### config.mk
export PLATFORM = sky130hd
export DESIGN_NAME = spi_bus_master
export DESIGN_NICKNAME = d
export VERILOG_FILES = /design/src/rtl/spi_bus_master.sv
export SDC_FILE = /design/constraint.sdc
export NUM_CORES = 1
export LEC_CHECK = 0
export CORE_ASPECT_RATIO = 1.75
export CORE_MARGIN = 8
export CORE_UTILIZATION = 30
export CTS_CLUSTER_SIZE = 20
export DETAILED_ROUTE_END_ITERATION = 16
export GPL_TIMING_DRIVEN = 0
export PLACE_DENSITY_LB_ADDON = 0.08
export SLEW_MARGIN = 20
export SYNTH_ARGS = -nofsm -noshare
export SYNTH_HDL_FRONTEND = slang
export SYNTH_SLANG_ARGS = --single-unit
### constraint.sdc
create_clock -name clk_sys_i -period 3.01 [get_ports clk_sys_i]
set_clock_uncertainty 0.2 [all_clocks]
set_input_delay 0.301 -clock clk_sys_i [delete_from_list [all_inputs] [get_ports clk_sys_i]]
set_output_delay 0.301 -clock clk_sys_i [all_outputs]
set_load 0.01 [all_outputs]
### src/rtl/spi_bus_master.sv
`timescale 1ns/1ps
// SPI mode-0 initiator for the PET bus-bridge: one read/write per request,
// shifted out as command/data/address bytes, then waits for target ready.
module spi_bus_master #(
    parameter int SCLK_HALF = 4,
    parameter int CS_GAP    = 4,
    parameter int TIMEOUT   = 1024
) (
    input  logic        clk_sys_i,
    input  logic        reset_i,
    input  logic        req_i,
    input  logic        req_rw_ni,
    input  logic [16:0] req_addr_i,
    input  logic [7:0]  req_data_i,
    output logic        busy_o,
    output logic        done_o,
    output logic        error_o,
    output logic [7:0]  rd_data_o,
    output logic        spi_sclk_o,
    output logic        spi_cs_no,
    output logic        spi_tx_o,
    input  logic        spi_rx_i,
    input  logic        spi_ready_i
);

    localparam int M1   = (2 * SCLK_HALF > CS_GAP) ? 2 * SCLK_HALF : CS_GAP;
    localparam int CMAX = (TIMEOUT > M1) ? TIMEOUT : M1;
    localparam int CW   = $clog2(CMAX + 1);

    localparam logic [CW-1:0] HALF_M1 = CW'(SCLK_HALF - 1);
    localparam logic [CW-1:0] BIT_M1  = CW'(2 * SCLK_HALF - 1);
    localparam logic [CW-1:0] GAP_M1  = CW'(CS_GAP - 1);
    localparam logic [CW-1:0] GAP_M2  = CW'(CS_GAP - 2);
    localparam logic [CW-1:0] TO_M1   = CW'(TIMEOUT - 1);

    typedef enum logic [2:0] {
        IDLE, LOAD, SETUP, SHIFT, WAIT_RDY, RDBYTE, GAP
    } state_t;

    state_t        state_q, state_d;
    logic [CW-1:0] cnt_q, cnt_d;
    logic [2:0]    bit_q, bit_d;
    logic [1:0]    byte_q, byte_d;
    logic [7:0]    sh_q, sh_d;
    logic [6:0]    rx_q, rx_d;
    logic          rw_q, rw_d;
    logic [16:0]   addr_q, addr_d;
    logic [7:0]    data_q, data_d;
    logic [2:0]    len_q, len_d;
    logic          err_q, err_d;
    logic [16:0]   last_addr_q, last_addr_d;
    logic          last_vld_q, last_vld_d;
    logic          busy_q, busy_d;
    logic          done_q, done_d;
    logic          error_q, error_d;
    logic [7:0]    rd_data_q, rd_data_d;
    logic          sclk_q, sclk_d;
    logic          cs_n_q, cs_n_d;
    logic          tx_q, tx_d;
    logic          rdy_s1, rdy_s2;
    logic          seq;
    logic          byte_last;
    logic [7:0]    tx_bytes [4];

    assign seq = req_rw_ni && last_vld_q
              && (req_addr_i == last_addr_q + 17'd1);
    assign byte_last = ({1'b0, byte_q} == len_q - 3'd1);

    // Byte order differs between writes (data first) and reads
    always_comb begin
        tx_bytes[0] = {len_q, 4'b0000, addr_q[16]};
        tx_bytes[1] = addr_q[15:8];
        tx_bytes[2] = addr_q[7:0];
        tx_bytes[3] = 8'h00;
        if (len_q == 3'd4) begin
            tx_bytes[1] = data_q;
            tx_bytes[2] = addr_q[15:8];
            tx_bytes[3] = addr_q[7:0];
        end
    end

    always_comb begin
        state_d     = state_q;
        cnt_d       = cnt_q;
        bit_d       = bit_q;
        byte_d      = byte_q;
        sh_d        = sh_q;
        rx_d        = rx_q;
        rw_d        = rw_q;
        addr_d      = addr_q;
        data_d      = data_q;
        len_d       = len_q;
        err_d       = err_q;
        last_addr_d = last_addr_q;
        last_vld_d  = last_vld_q;
        busy_d      = busy_q;
        done_d      = 1'b0;
        error_d     = 1'b0;
        rd_data_d   = rd_data_q;
        unique case (state_q)
            IDLE: begin
                busy_d = 1'b0;
                if (req_i && !busy_q) begin
                    rw_d    = req_rw_ni;
                    addr_d  = req_addr_i;
                    data_d  = req_data_i;
                    len_d   = !req_rw_ni ? 3'd4 : (seq ? 3'd1 : 3'd3);
                    err_d   = 1'b0;
                    busy_d  = 1'b1;
                    state_d = LOAD;
                end
            end
            LOAD: begin
                state_d = SETUP;
                cnt_d   = '0;
                bit_d   = '0;
                byte_d  = '0;
                sh_d    = tx_bytes[0];
            end
            SETUP: begin
                cnt_d = cnt_q + 1'b1;
                if (cnt_q == HALF_M1) begin
                    state_d = SHIFT;
                    cnt_d   = '0;
                end
            end
            SHIFT, RDBYTE: begin
                cnt_d = cnt_q + 1'b1;
                if (cnt_q == '0) begin
                    rx_d = {rx_q[5:0], spi_rx_i};
                    if (state_q == RDBYTE && bit_q == 3'd7)
                        rd_data_d = {rx_q, spi_rx_i};
                end
                // MOSI moves on the falling SCLK edge
                if (cnt_q == HALF_M1) begin
                    if (bit_q != 3'd7)
                        sh_d = {sh_q[6:0], 1'b0};
                    else if (state_q == SHIFT && !byte_last)
                        sh_d = tx_bytes[byte_q + 2'd1];
                    else
                        sh_d = 8'h00;
                end
                if (cnt_q == BIT_M1) begin
                    cnt_d = '0;
                    bit_d = bit_q + 3'd1;
                    if (bit_q == 3'd7) begin
                        if (state_q == RDBYTE)
                            state_d = GAP;
                        else if (byte_last)
                            state_d = WAIT_RDY;
                        else
                            byte_d = byte_q + 2'd1;
                    end
                end
            end
            WAIT_RDY: begin
                cnt_d = cnt_q + 1'b1;
                if (rdy_s2) begin
                    cnt_d   = '0;
                    bit_d   = '0;
                    sh_d    = 8'h00;
                    state_d = rw_q ? RDBYTE : GAP;
                end else if (cnt_q == TO_M1) begin
                    cnt_d   = '0;
                    err_d   = 1'b1;
                    state_d = GAP;
                end
            end
            GAP: begin
                cnt_d = cnt_q + 1'b1;
                if (cnt_q == GAP_M2) begin
                    done_d  = 1'b1;
                    error_d = err_q;
                end
                if (cnt_q == GAP_M1) begin
                    cnt_d   = '0;
                    busy_d  = 1'b0;
                    state_d = IDLE;
                    if (err_q) begin
                        last_vld_d = 1'b0;
                    end else begin
                        last_addr_d = addr_q;
                        last_vld_d  = 1'b1;
                    end
                end
            end
            default: state_d = IDLE;
        endcase
    end

    // Pins are registered from the next-state view so they stay glitch-free
    always_comb begin
        cs_n_d = (state_d == IDLE) || (state_d == LOAD) || (state_d == GAP);
        sclk_d = ((state_d == SHIFT) || (state_d == RDBYTE))
              && (cnt_d <= HALF_M1);
        tx_d   = sh_d[7] && !cs_n_d;
    end

    always_ff @(posedge clk_sys_i) begin
        if (reset_i) begin
            state_q     <= IDLE;
            cnt_q       <= '0;
            bit_q       <= '0;
            byte_q      <= '0;
            sh_q        <= '0;
            rx_q        <= '0;
            rw_q        <= 1'b0;
            addr_q      <= '0;
            data_q      <= '0;
            len_q       <= '0;
            err_q       <= 1'b0;
            last_addr_q <= '0;
            last_vld_q  <= 1'b0;
            busy_q      <= 1'b0;
            done_q      <= 1'b0;
            error_q     <= 1'b0;
            rd_data_q   <= '0;
            sclk_q      <= 1'b0;
            cs_n_q      <= 1'b1;
            tx_q        <= 1'b0;
            rdy_s1      <= 1'b0;
            rdy_s2      <= 1'b0;
        end else begin
            state_q     <= state_d;
            cnt_q       <= cnt_d;
            bit_q       <= bit_d;
            byte_q      <= byte_d;
            sh_q        <= sh_d;
            rx_q        <= rx_d;
            rw_q        <= rw_d;
            addr_q      <= addr_d;
            data_q      <= data_d;
            len_q       <= len_d;
            err_q       <= err_d;
            last_addr_q <= last_addr_d;
            last_vld_q  <= last_vld_d;
            busy_q      <= busy_d;
            done_q      <= done_d;
            error_q     <= error_d;
            rd_data_q   <= rd_data_d;
            sclk_q      <= sclk_d;
            cs_n_q      <= cs_n_d;
            tx_q        <= tx_d;
            rdy_s1      <= spi_ready_i;
            rdy_s2      <= rdy_s1;
        end
    end

    assign busy_o     = busy_q;
    assign done_o     = done_q;
    assign error_o    = error_q;
    assign rd_data_o  = rd_data_q;
    assign spi_sclk_o = sclk_q;
    assign spi_cs_no  = cs_n_q;
    assign spi_tx_o   = tx_q;

endmodule
==> reports/results.ini <==
[run_status]
status=finished, final reports clean

[clocking]
clk_latency_ns=0.35
clock-root-buffer=clkbuf_16
cts_buffers=9
clock_path_buffers=2
ctsHoldBuffers=0
path_clk_slew_ns=0.08
tritoncts=yes
cts.sinks=97
htree_levels=3
cts_setup_buffers=0

[hold_path]
hold_class=flop to flop

[synth]
yosysMostFrequentCell=nand2_1
ys_top_cells_by_count=100 x nand2_1, 97 x dfxtp_1, 70 x a21oi_1
ys_seq_elements=97
synth_seq_area_share=0.3645
syn_area_sq_mm=0.005328
yosysUniqueCellTypes=68
synth.area.top_cells=dfxtp_1 36%, nand2_1 7.0%, a21oi_1 6.6%, mux2i_1 4.3%, xnor2_1 4.3%
synth_ff_type=dfxtp_1
yosys_warnings=0
synth_fp_nets=702
synth.top_cell.area_share=0.3645
async_reset_ff_frac=0
synth_edf_count=0
synth_area_per_cell_sq_um=8.036
synth_cells=663
synth_top_area_cell=dfxtp_1

[sta]
maxSlewViolCount=0
period_minus_slack_ns=2.845
report.final.hold_viol_count=0
finalCritPeriodShare=0.9453
tightest_slew_ns=0.7437
setup_tns_ns=0
finalSetupViolCount=0
slew_headroom=0.5005
fin_ws_ns=0.1646
rsz0062_at_grt=no
max_freq_mhz=351.4

[die]
die_y_um=192.3
die_w_um=116.7
rows=64
core_sq_mm=0.01746
dieArea_sq_mm=0.02245
initial_core_util=0.3052
ios=45

[placement]
place_hpwl_um=14010
dpl_worst_slack_ns=0.02143
dpl.cell_count=937
gp_congestion=0.8737
io_buffers=43

[routing]
wl_per_cell_um=18.54
routed_wl_um=17650
drc_errors=0
first_iter_violations=337
routed_via_density=5.243
ant_nets=0
vias=4991
drtPass1Iterations=4

[setup_path]
slowest_stage=dfxtp_1
worstSetupStartpointType=flop
cp.required_ns=3.05
crit_chain=inv_1, ha_1, clkbuf_1, and2_1, buf_2, a221oi_1, a21oi_1, a221oi_1, o31a_1, nor3b_2
path_delay_family=compound AO/OA/AOI/OAI gates
timing.critical_path.to_type=flop
critical_path.max_stage_delay_ns=0.53
path_buf_inv=3
crit_type=flop to flop
crit_path_max_fanout=10
critPathArrivalTime_ns=2.88
cpMostUsedCell=a221oi_1

[run]
drv_cap=0

[global_routing]
grt_pass1_wl_um=27450
antenna_found_initial=0
gr-total-overflow=0
grt_pass1_vias=5101
grt_max_degree=18
grt_usage=0.1617

[power]
vdd_drop_max_uv=269.6
power_frac_seq=0.455
internal_power_mw=2.175
switchingPower_uw=897.4
clockPowerShare=0.395
power_density_mw_per_mm2=483.8
p_leak_nw=2.155
swShare=0.2921
pwr-share-comb=0.150

[final_layout]
n_antenna_cell=0
drive_gt1_frac=0.07906
nets=755
fin_cells=952
synthToLayoutAreaGrowth_pct=19.19

flip-flops by register name (all words and copies together) (netlist names), 2 cells and up:
register / count
rd_data_o: 8
byte_q: 2
sh_q: 8
bit_q: 3
cnt_q: 11
data_q: 8
addr_q: 17
rx_q: 7
last_addr_q: 17
len_q: 3
state_q: 3
through the flow:
| step | total power [mW] | area (sq um) | hold WS (ns) | util |
|---|---|---|---|---|
| 3_3_place_gp | 1.887 | 6047 | 0.2281 | 0.3464 |
| 5_1_grt | 3.202 | 6350 | 0.2756 | 0.3637 |
| 6_report | 3.072 | 6350 | 0.2457 | 0.3637 |
| 2_1_floorplan | 1.704 | 5328 | 0.2138 | - |
| 4_1_cts | 3.100 | 6347 | 0.2520 | 0.3636 |
| 3_5_place_dp | 1.891 | 6047 | 0.2336 | 0.3464 |
area by class of cell:
class	instances	area [sq um]
fillers	1878	11110
multi-input cells	508	3137
flip-flops and latches	97	1942
repair buffers	43	430.4
well taps	231	289.0
clock buffers	9	225.2
plain buffers	48	217.7
clock inverters	7	75.07
inverters	9	33.78
cell usage in the layout, fill, tap and decap left out, types with 5 or more instances in the layout:
master / instances
nand2_1: 100
dfxtp_1: 97
a31oi_1: 6
o31ai_1: 5
nor3_1: 10
and3_1: 12
nand4_1: 7
a32oi_1: 5
clkdlybuf4s50_1: 43
nand2b_1: 6
a21oi_1: 70
o21ai_0: 33
buf_2: 11
clkbuf_16: 9
clkbuf_1: 32
nor2b_1: 7
nand3_1: 18
xor2_1: 13
xnor2_1: 26
mux2i_1: 23
a211oi_1: 8
nor4_1: 8
or2_2: 10
ha_1: 8
inv_1: 8
and2_1: 5
nor2_1: 54
a221oi_1: 5
per-layer routing:
layer,global-route usage,share of wire,vias to the layer above
li1,-,-,2457
met1,0.1490,0.36,2394
met2,0.3189,0.57,101
met3,0.02194,0.026,39
met4,0.09955,0.052,0
met5,0,0,-
power groups by stage:
stage,clock network (mW),registers (mW),logic (mW)
4_1_cts,1.24,1.39,0.468
3_3_place_gp,0,1.42,0.462
2_1_floorplan,0,1.40,0.305
6_report,1.21,1.40,0.461
5_1_grt,1.29,1.40,0.510
3_5_place_dp,0,1.43,0.466
logic make-up after synthesis:
kind of cell,synth area share
AO/OA/AOI/OAI,0.1952
XOR/XNOR,0.06412
adder cells (fa/ha/maj),0.01879
buffers and inverters,0.04791
flip-flops,0.3645
multiplexers,0.04744
AND/OR/NAND/NOR,0.2621
final timing paths:
| kind | from | to | slack, ns | depth (start not counted) |
|---|---|---|---|---|
| min | rdy_s1 | rdy_s2 | 0.25 | 1 |
| min reg2reg | rdy_s1 | rdy_s2 | 0.25 | 1 |
| max | len_q[0] | spi_tx_o | 0.16 | 10 |
| max reg2reg | len_q[0] | spi_tx_o | 0.16 | 10 |
timing repair:
item                                   4_1_cts  5_1_grt
endpoints found under the hold margin        0        0
resized for setup                            0        1
setup endpoints to repair                    0       12
No activity file was read; power rests on OpenSTA's default activity.
